[config.mk]
export PLATFORM = sky130hd
export DESIGN_NAME = cv32e40p_offload_adapter
export DESIGN_NICKNAME = d
export VERILOG_FILES = /design/src/rtl/cv32e40p_offload_pkg.sv /design/src/rtl/cv32e40p_offload_fifo.sv /design/src/rtl/cv32e40p_offload_adapter.sv
export SDC_FILE = /design/constraint.sdc
export NUM_CORES = 1
export LEC_CHECK = 0
export ABC_AREA = 1
export CAP_MARGIN = 20
export CORE_AREA = 2 2 147 206
export CTS_CLUSTER_DIAMETER = 150
export DETAILED_ROUTE_END_ITERATION = 12
export DIE_AREA = 0 0 149 208
export PLACE_DENSITY_LB_ADDON = 0.25
export SLEW_MARGIN = 25
export SYNTH_ARGS = -nofsm -noshare
export SYNTH_HDL_FRONTEND = slang
export SYNTH_SLANG_ARGS = --single-unit
export TNS_END_PERCENT = 20
[constraint.sdc]
create_clock -name clk_i -period 5.9 [get_ports clk_i]
set_input_delay 1.18 -clock clk_i [delete_from_list [all_inputs] [get_ports clk_i]]
set_output_delay 1.18 -clock clk_i [all_outputs]
set_load 0.03 [all_outputs]
[src/rtl/cv32e40p_offload_pkg.sv]
// Shared types and constants for the C-interface offload adapter.
// The struct types describe the default 32-bit configuration.
package cv32e40p_offload_pkg;

   localparam int unsigned DEPTH_DEFAULT  = 4;
   localparam int unsigned RD_W           = 5;
   localparam int unsigned DATA_W_DEFAULT = 32;
   localparam int unsigned HART_W_DEFAULT = 32;

   typedef struct packed {
      logic [RD_W-1:0]           rd;
      logic [HART_W_DEFAULT-1:0] hart_id;
   } meta_t;

   typedef struct packed {
      logic [DATA_W_DEFAULT-1:0] data;
      logic                      err;
   } resp_t;

endpackage

[src/rtl/cv32e40p_offload_fifo.sv]
// Synchronous FIFO with simultaneous push/pop and an occupancy count.
// DEPTH=1 degenerates to a single-entry register.
module cv32e40p_offload_fifo
   import cv32e40p_offload_pkg::*;
#(
   parameter type         T     = logic [31:0],
   parameter int unsigned DEPTH = DEPTH_DEFAULT,
   localparam int unsigned CNT_W = $clog2(DEPTH + 1),
   localparam int unsigned PTR_W = (DEPTH > 1) ? $clog2(DEPTH) : 1
) (
   input  logic             clk_i,
   input  logic             rst_i,
   input  logic             push_i,
   input  T                 data_i,
   input  logic             pop_i,
   output T                 data_o,
   output logic             full_o,
   output logic             empty_o,
   output logic [CNT_W-1:0] cnt_o
);

   // Storage is rounded up to a power of two so the pointer always indexes in range.
   T                 mem_q [2**PTR_W];
   logic [PTR_W-1:0] wr_ptr_q, wr_ptr_d;
   logic [PTR_W-1:0] rd_ptr_q, rd_ptr_d;
   logic [CNT_W-1:0] cnt_q, cnt_d;

   function automatic logic [PTR_W-1:0] ptr_inc(input logic [PTR_W-1:0] p);
      return (p == PTR_W'(DEPTH - 1)) ? '0 : p + PTR_W'(1);
   endfunction

   always_comb begin
      wr_ptr_d = push_i ? ptr_inc(wr_ptr_q) : wr_ptr_q;
      rd_ptr_d = pop_i  ? ptr_inc(rd_ptr_q) : rd_ptr_q;
      cnt_d    = cnt_q + CNT_W'(push_i) - CNT_W'(pop_i);
   end

   always_ff @(posedge clk_i) begin
      if (rst_i) begin
         wr_ptr_q <= '0;
         rd_ptr_q <= '0;
         cnt_q    <= '0;
      end else begin
         wr_ptr_q <= wr_ptr_d;
         rd_ptr_q <= rd_ptr_d;
         cnt_q    <= cnt_d;
      end
   end

   always_ff @(posedge clk_i) begin
      if (push_i) mem_q[wr_ptr_q] <= data_i;
   end

   assign data_o  = mem_q[rd_ptr_q];
   assign full_o  = (cnt_q == CNT_W'(DEPTH));
   assign empty_o = (cnt_q == '0);
   assign cnt_o   = cnt_q;

endmodule

[src/rtl/cv32e40p_offload_adapter.sv]
// C-interface offload adapter: issues to an in-order accelerator, returns results in order.
// Optional C_OFFLOAD_BYPASS_EN forwards a result straight to the response port when the result FIFO is empty.
module cv32e40p_offload_adapter
   import cv32e40p_offload_pkg::*;
#(
   parameter int unsigned DEPTH  = DEPTH_DEFAULT,
   parameter int unsigned NUM_RS = 3,
   parameter int unsigned DATA_W = DATA_W_DEFAULT,
   parameter int unsigned HART_W = HART_W_DEFAULT
) (
   input  logic                     clk_i,
   input  logic                     rst_i,
   input  logic                     c_q_valid_i,
   output logic                     c_p_ready_o,
   input  logic [NUM_RS*DATA_W-1:0] c_q_rs_i,
   input  logic [31:0]              c_q_instr_data_i,
   input  logic [RD_W-1:0]          c_q_addr_i,
   input  logic [HART_W-1:0]        c_q_hart_id_i,
   output logic                     c_p_valid_o,
   input  logic                     c_q_ready_i,
   output logic [DATA_W-1:0]        c_p_data_o,
   output logic                     c_p_error_o,
   output logic                     c_p_dualwb_o,
   output logic [HART_W-1:0]        c_p_hart_id_o,
   output logic [RD_W-1:0]          c_p_rd_o,
   output logic                     acc_req_o,
   input  logic                     acc_gnt_i,
   output logic [NUM_RS*DATA_W-1:0] acc_operands_o,
   output logic [31:0]              acc_instr_o,
   input  logic                     acc_rvalid_i,
   input  logic [DATA_W-1:0]        acc_rdata_i,
   input  logic                     acc_rerr_i
);

   localparam int unsigned CNT_W = $clog2(DEPTH + 1);

   // Local struct widths follow this instance's parameters.
   typedef struct packed {
      logic [RD_W-1:0]   rd;
      logic [HART_W-1:0] hart_id;
   } meta_t;

   typedef struct packed {
      logic [DATA_W-1:0] data;
      logic              err;
   } resp_t;

   logic             space, issue, retire, rvalid_ok, byp;
   logic             res_push, res_pop;
   logic             meta_full, meta_empty, res_full, res_empty;
   logic [CNT_W-1:0] count, res_cnt;
   meta_t            meta_in, meta_head;
   resp_t            res_in, res_head, resp_head;

   // The meta FIFO occupancy is the outstanding-operation count.
   assign space       = (count < CNT_W'(DEPTH));
   assign acc_req_o   = c_q_valid_i & space;
   assign c_p_ready_o = acc_gnt_i & space;
   assign issue       = c_q_valid_i & c_p_ready_o;

   assign acc_operands_o = c_q_rs_i;
   assign acc_instr_o    = c_q_instr_data_i;

   // A result with no pending operation is dropped.
   assign rvalid_ok = acc_rvalid_i & (res_cnt < count);

`ifdef C_OFFLOAD_BYPASS_EN
   assign byp = rvalid_ok & res_empty;
`else
   assign byp = 1'b0;
`endif

   assign res_in    = '{data: acc_rdata_i, err: acc_rerr_i};
   assign meta_in   = '{rd: c_q_addr_i, hart_id: c_q_hart_id_i};
   assign resp_head = byp ? res_in : res_head;

   assign c_p_valid_o = ~res_empty | byp;
   assign retire      = c_p_valid_o & c_q_ready_i;
   assign res_push    = rvalid_ok & ~(byp & c_q_ready_i);
   assign res_pop     = retire & ~res_empty;

   always_comb begin
      c_p_data_o    = '0;
      c_p_error_o   = 1'b0;
      c_p_rd_o      = '0;
      c_p_hart_id_o = '0;
      c_p_dualwb_o  = 1'b0;
      if (c_p_valid_o) begin
         c_p_data_o    = resp_head.data;
         c_p_error_o   = resp_head.err;
         c_p_rd_o      = meta_head.rd;
         c_p_hart_id_o = meta_head.hart_id;
      end
   end

   cv32e40p_offload_fifo #(.T(meta_t), .DEPTH(DEPTH)) u_meta_fifo (
      .clk_i   (clk_i),
      .rst_i   (rst_i),
      .push_i  (issue),
      .data_i  (meta_in),
      .pop_i   (retire),
      .data_o  (meta_head),
      .full_o  (meta_full),
      .empty_o (meta_empty),
      .cnt_o   (count)
   );

   cv32e40p_offload_fifo #(.T(resp_t), .DEPTH(DEPTH)) u_res_fifo (
      .clk_i   (clk_i),
      .rst_i   (rst_i),
      .push_i  (res_push),
      .data_i  (res_in),
      .pop_i   (res_pop),
      .data_o  (res_head),
      .full_o  (res_full),
      .empty_o (res_empty),
      .cnt_o   (res_cnt)
   );

   a_rvalid_pending: assert property (@(posedge clk_i) disable iff (rst_i)
      acc_rvalid_i |-> (res_cnt < count));
   a_issue_room: assert property (@(posedge clk_i) disable iff (rst_i)
      issue |-> ~meta_full);
   a_res_room: assert property (@(posedge clk_i) disable iff (rst_i)
      res_push |-> ~res_full);
   a_retire_meta: assert property (@(posedge clk_i) disable iff (rst_i)
      retire |-> ~meta_empty);

endmodule

==> reports/metrics.cfg <==
[clocking]
root_buffer=clkbuf_16
cts_tree=yes
cts_hold_buf=0
cts_resized=0
post-cts-setup-buffer-count=0
htreeDepth=1
path_clk_slew_ns=0.06
cts.path.max_buffers=3
clk_latency_ns=0.53
numCtsBuffers=29
cts.sinks=298

[logic_synthesis]
synth_top_family_by_area=simple AND/OR/NAND/NOR gates
yosys-mux-area-fraction_pct=0
synth_compound_area_share_pct=5.666
synth_top_area_share_pct=64.76
yosysSeqAreaShare_pct=67.53
yosys.area_share.adder_pct=1.754
synth_top_area_cell=edfxtp_1
synth_cell_types=24
netlist_area_um2=12980
synth_fp_nets=1386
yosys.area_share.simple_pct=13.98
synthTopCellsByArea=edfxtp_1 (65%), nand2_1 (8.6%), buf_4 (8.2%), nor2_1 (5.1%), a21oi_1 (2.9%)
yosysWarnings=0
synth-xor-area-share_pct=0.2024
syn_inst=1165
syn_avg_cell_area_um2=11.14
ys_seq_elements=298

[route]
ant_nets=0
drt_iter0_markers=434
wire_per_inst_um=18.72
vias=7899
finalWirelength_um=29520
dr.pass1.iters=5
vias_per_cell=5.009
remaining_drc_errors=0

[placed_design]
hpwl_um=18660
gp_congestion=0.7686
place_ws_ns=2.121
io_buffers=148
placed_cell_area_um2=13850
dp_cells=1526

[worst_setup_path]
end_kind=output port
critical_path_class=reg2out
rr_worst_depth=8
cp.required_ns=4.72
crit_start=u_res_fifo.cnt_o[1]
startpoint_type=register
path_max_fanout=40
rr_startpoint=u_meta_fifo.cnt_o[2]
worstPathArrival_ns=3.07

[outcome]
status=completed

[pwr]
leakagePower_nw=5.443
switching_share_pct=36.82
comb_power_share_pct=38.3
p_int_mw=4.565
power_frac_seq_pct=36.4
p_per_area_nw_per_um2=489.1
p_sw_mw=2.660
max-vdd-ir-drop_uv=350.8
p_clk_share_pct=25.3

[sta]
slew_violations=0
worstMarginPinSlew_ns=0.9529
finalHoldViolCount=0
period_share_pct=72.02
skew_ns=0.009221
fmax_ghz=0.2353
rsz0062_at_grt=no
fin_ws_ns=1.651
final.setup.tns_ns=0
setup_violations=0
min_period_ns=4.249
relSlewSlack_pct=36.33

[min_path]
holdPathStages=2
min_path_type=reg2reg
min_from=u_meta_fifo.rd_ptr_q[1]

[run]
drv_cap=0

[finish]
finalNonFillerCells=1577
drive_above_1_share_pct=5.686
final_nets=1398
final_cell_area_um2=14770
syn_to_final_growth_pct=13.79

[global_route]
grt_max_degree=75
grt_pass1_vias=7689
antenna_found_initial=4
overflow=0
grt_pass1_wl_um=44480
track_usage_pct=18.60

[floorplanning]
core_area_um2=29070
rows=74
start_util_pct=44.66
die_width_um=149
fp.dieArea_um2=30990
boundaryPins=406
die_h_um=208

## path summary, 6_finish.rpt
path	to	slack, ns
max	c_p_data_o[26]	1.65
min	register	0.51
max reg2reg	u_res_fifo.mem_q[3][25]	3.03
min reg2reg	register	0.51
## critical path: stages (launching register included)
cell and delay [ns]:
dfxtp_1 0.36, nor2_1 0.11, nand2_1 0.12, inv_2 0.54
buf_4 0.57, a21oi_1 0.16, clkdlybuf4s50_1 0.64
## power groups by stage
stage / combinational, mW / sequential (mW) / clock [mW]
2_1_floorplan: 1.92 / 2.67 / 0
3_3_place_gp: 2.78 / 2.67 / 0
3_5_place_dp: 2.79 / 2.68 / 0
4_1_cts: 2.81 / 2.63 / 1.86
5_1_grt: 3.02 / 2.65 / 1.94
6_report: 2.77 / 2.63 / 1.83
## through the flow
step | power [mW] | hold WS [ns] | util, %
6_report | 7.226 | 0.5105 | 50.82
5_1_grt | 7.614 | 0.5414 | 50.81
4_1_cts | 7.306 | 0.5132 | 50.81
3_5_place_dp | 5.467 | 0.4983 | 47.63
3_3_place_gp | 5.454 | 0.4831 | 47.62
2_1_floorplan | 4.591 | 0.4710 | -
## flip-flops by register name (all words and copies together), names as in the netlist, named ones only
register	flops
u_res_fifo.rd_ptr_q	2
u_res_fifo.cnt_o	3
u_meta_fifo.cnt_o	3
u_res_fifo.mem_q	132
u_res_fifo.wr_ptr_q	2
u_meta_fifo.wr_ptr_q	2
u_meta_fifo.rd_ptr_q	2
u_meta_fifo.mem_q	148
## layout by cell type, fill, tap and decap left out, drive strengths merged
master	n
dfxtp	18
diode	1
clkdlybuf4s50	148
clkbuf	38
nor2	175
conb	1
o21ai	73
nand3b	2
xnor2	2
nand3	3
clkinvlp	3
and2	1
buf	14
nand2	299
clkinv	6
inv	37
edfxtp	280
ha	15
xor2	1
bufinv	4
fa	2
a21oi	74
## cells in the mapped netlist, drive strengths merged
cell and count:
a21oi 74, and2 1, buf 174, clkbuf 7
clkinv 1, conb 1, dfxtp 18, edfxtp 280
fa 2, ha 15, inv 37, nand2 299
nand3 3, nand3b 2, nor2 175, o21ai 73
xnor2 2, xor2 1
## cell type report
type | count | area (um2)
sequential | 298 | 8771
clock buffer | 38 | 759.5
inverter | 38 | 145.1
clock inverter | 12 | 165.2
tap | 380 | 475.5
multi-input combinational | 648 | 2869
fill | 2592 | 14300
antenna | 1 | 2.502
timing repair buffer | 162 | 1587
## layer usage
metal	track usage (%)	up-vias	share of wire, %
met3	9.386	47	12
met2	26.52	352	43
li1	-	3773	-
met4	3.711	12	1.4
met1	25.38	3715	43
met5	4.355	-	0.79
## cell families (layout without fill, tap and decap cells)
family                     Yosys count  count (layout)
buffers and inverters              219             250
AOI/OAI and AO/OA                  147             147
DFF                                298             298
other                                1               2
and+or+nand+nor                    480             480
adders and majority gates           17              17
xor gates and xnor gates             3               3
No activity file was read; power rests on OpenSTA's default activity.
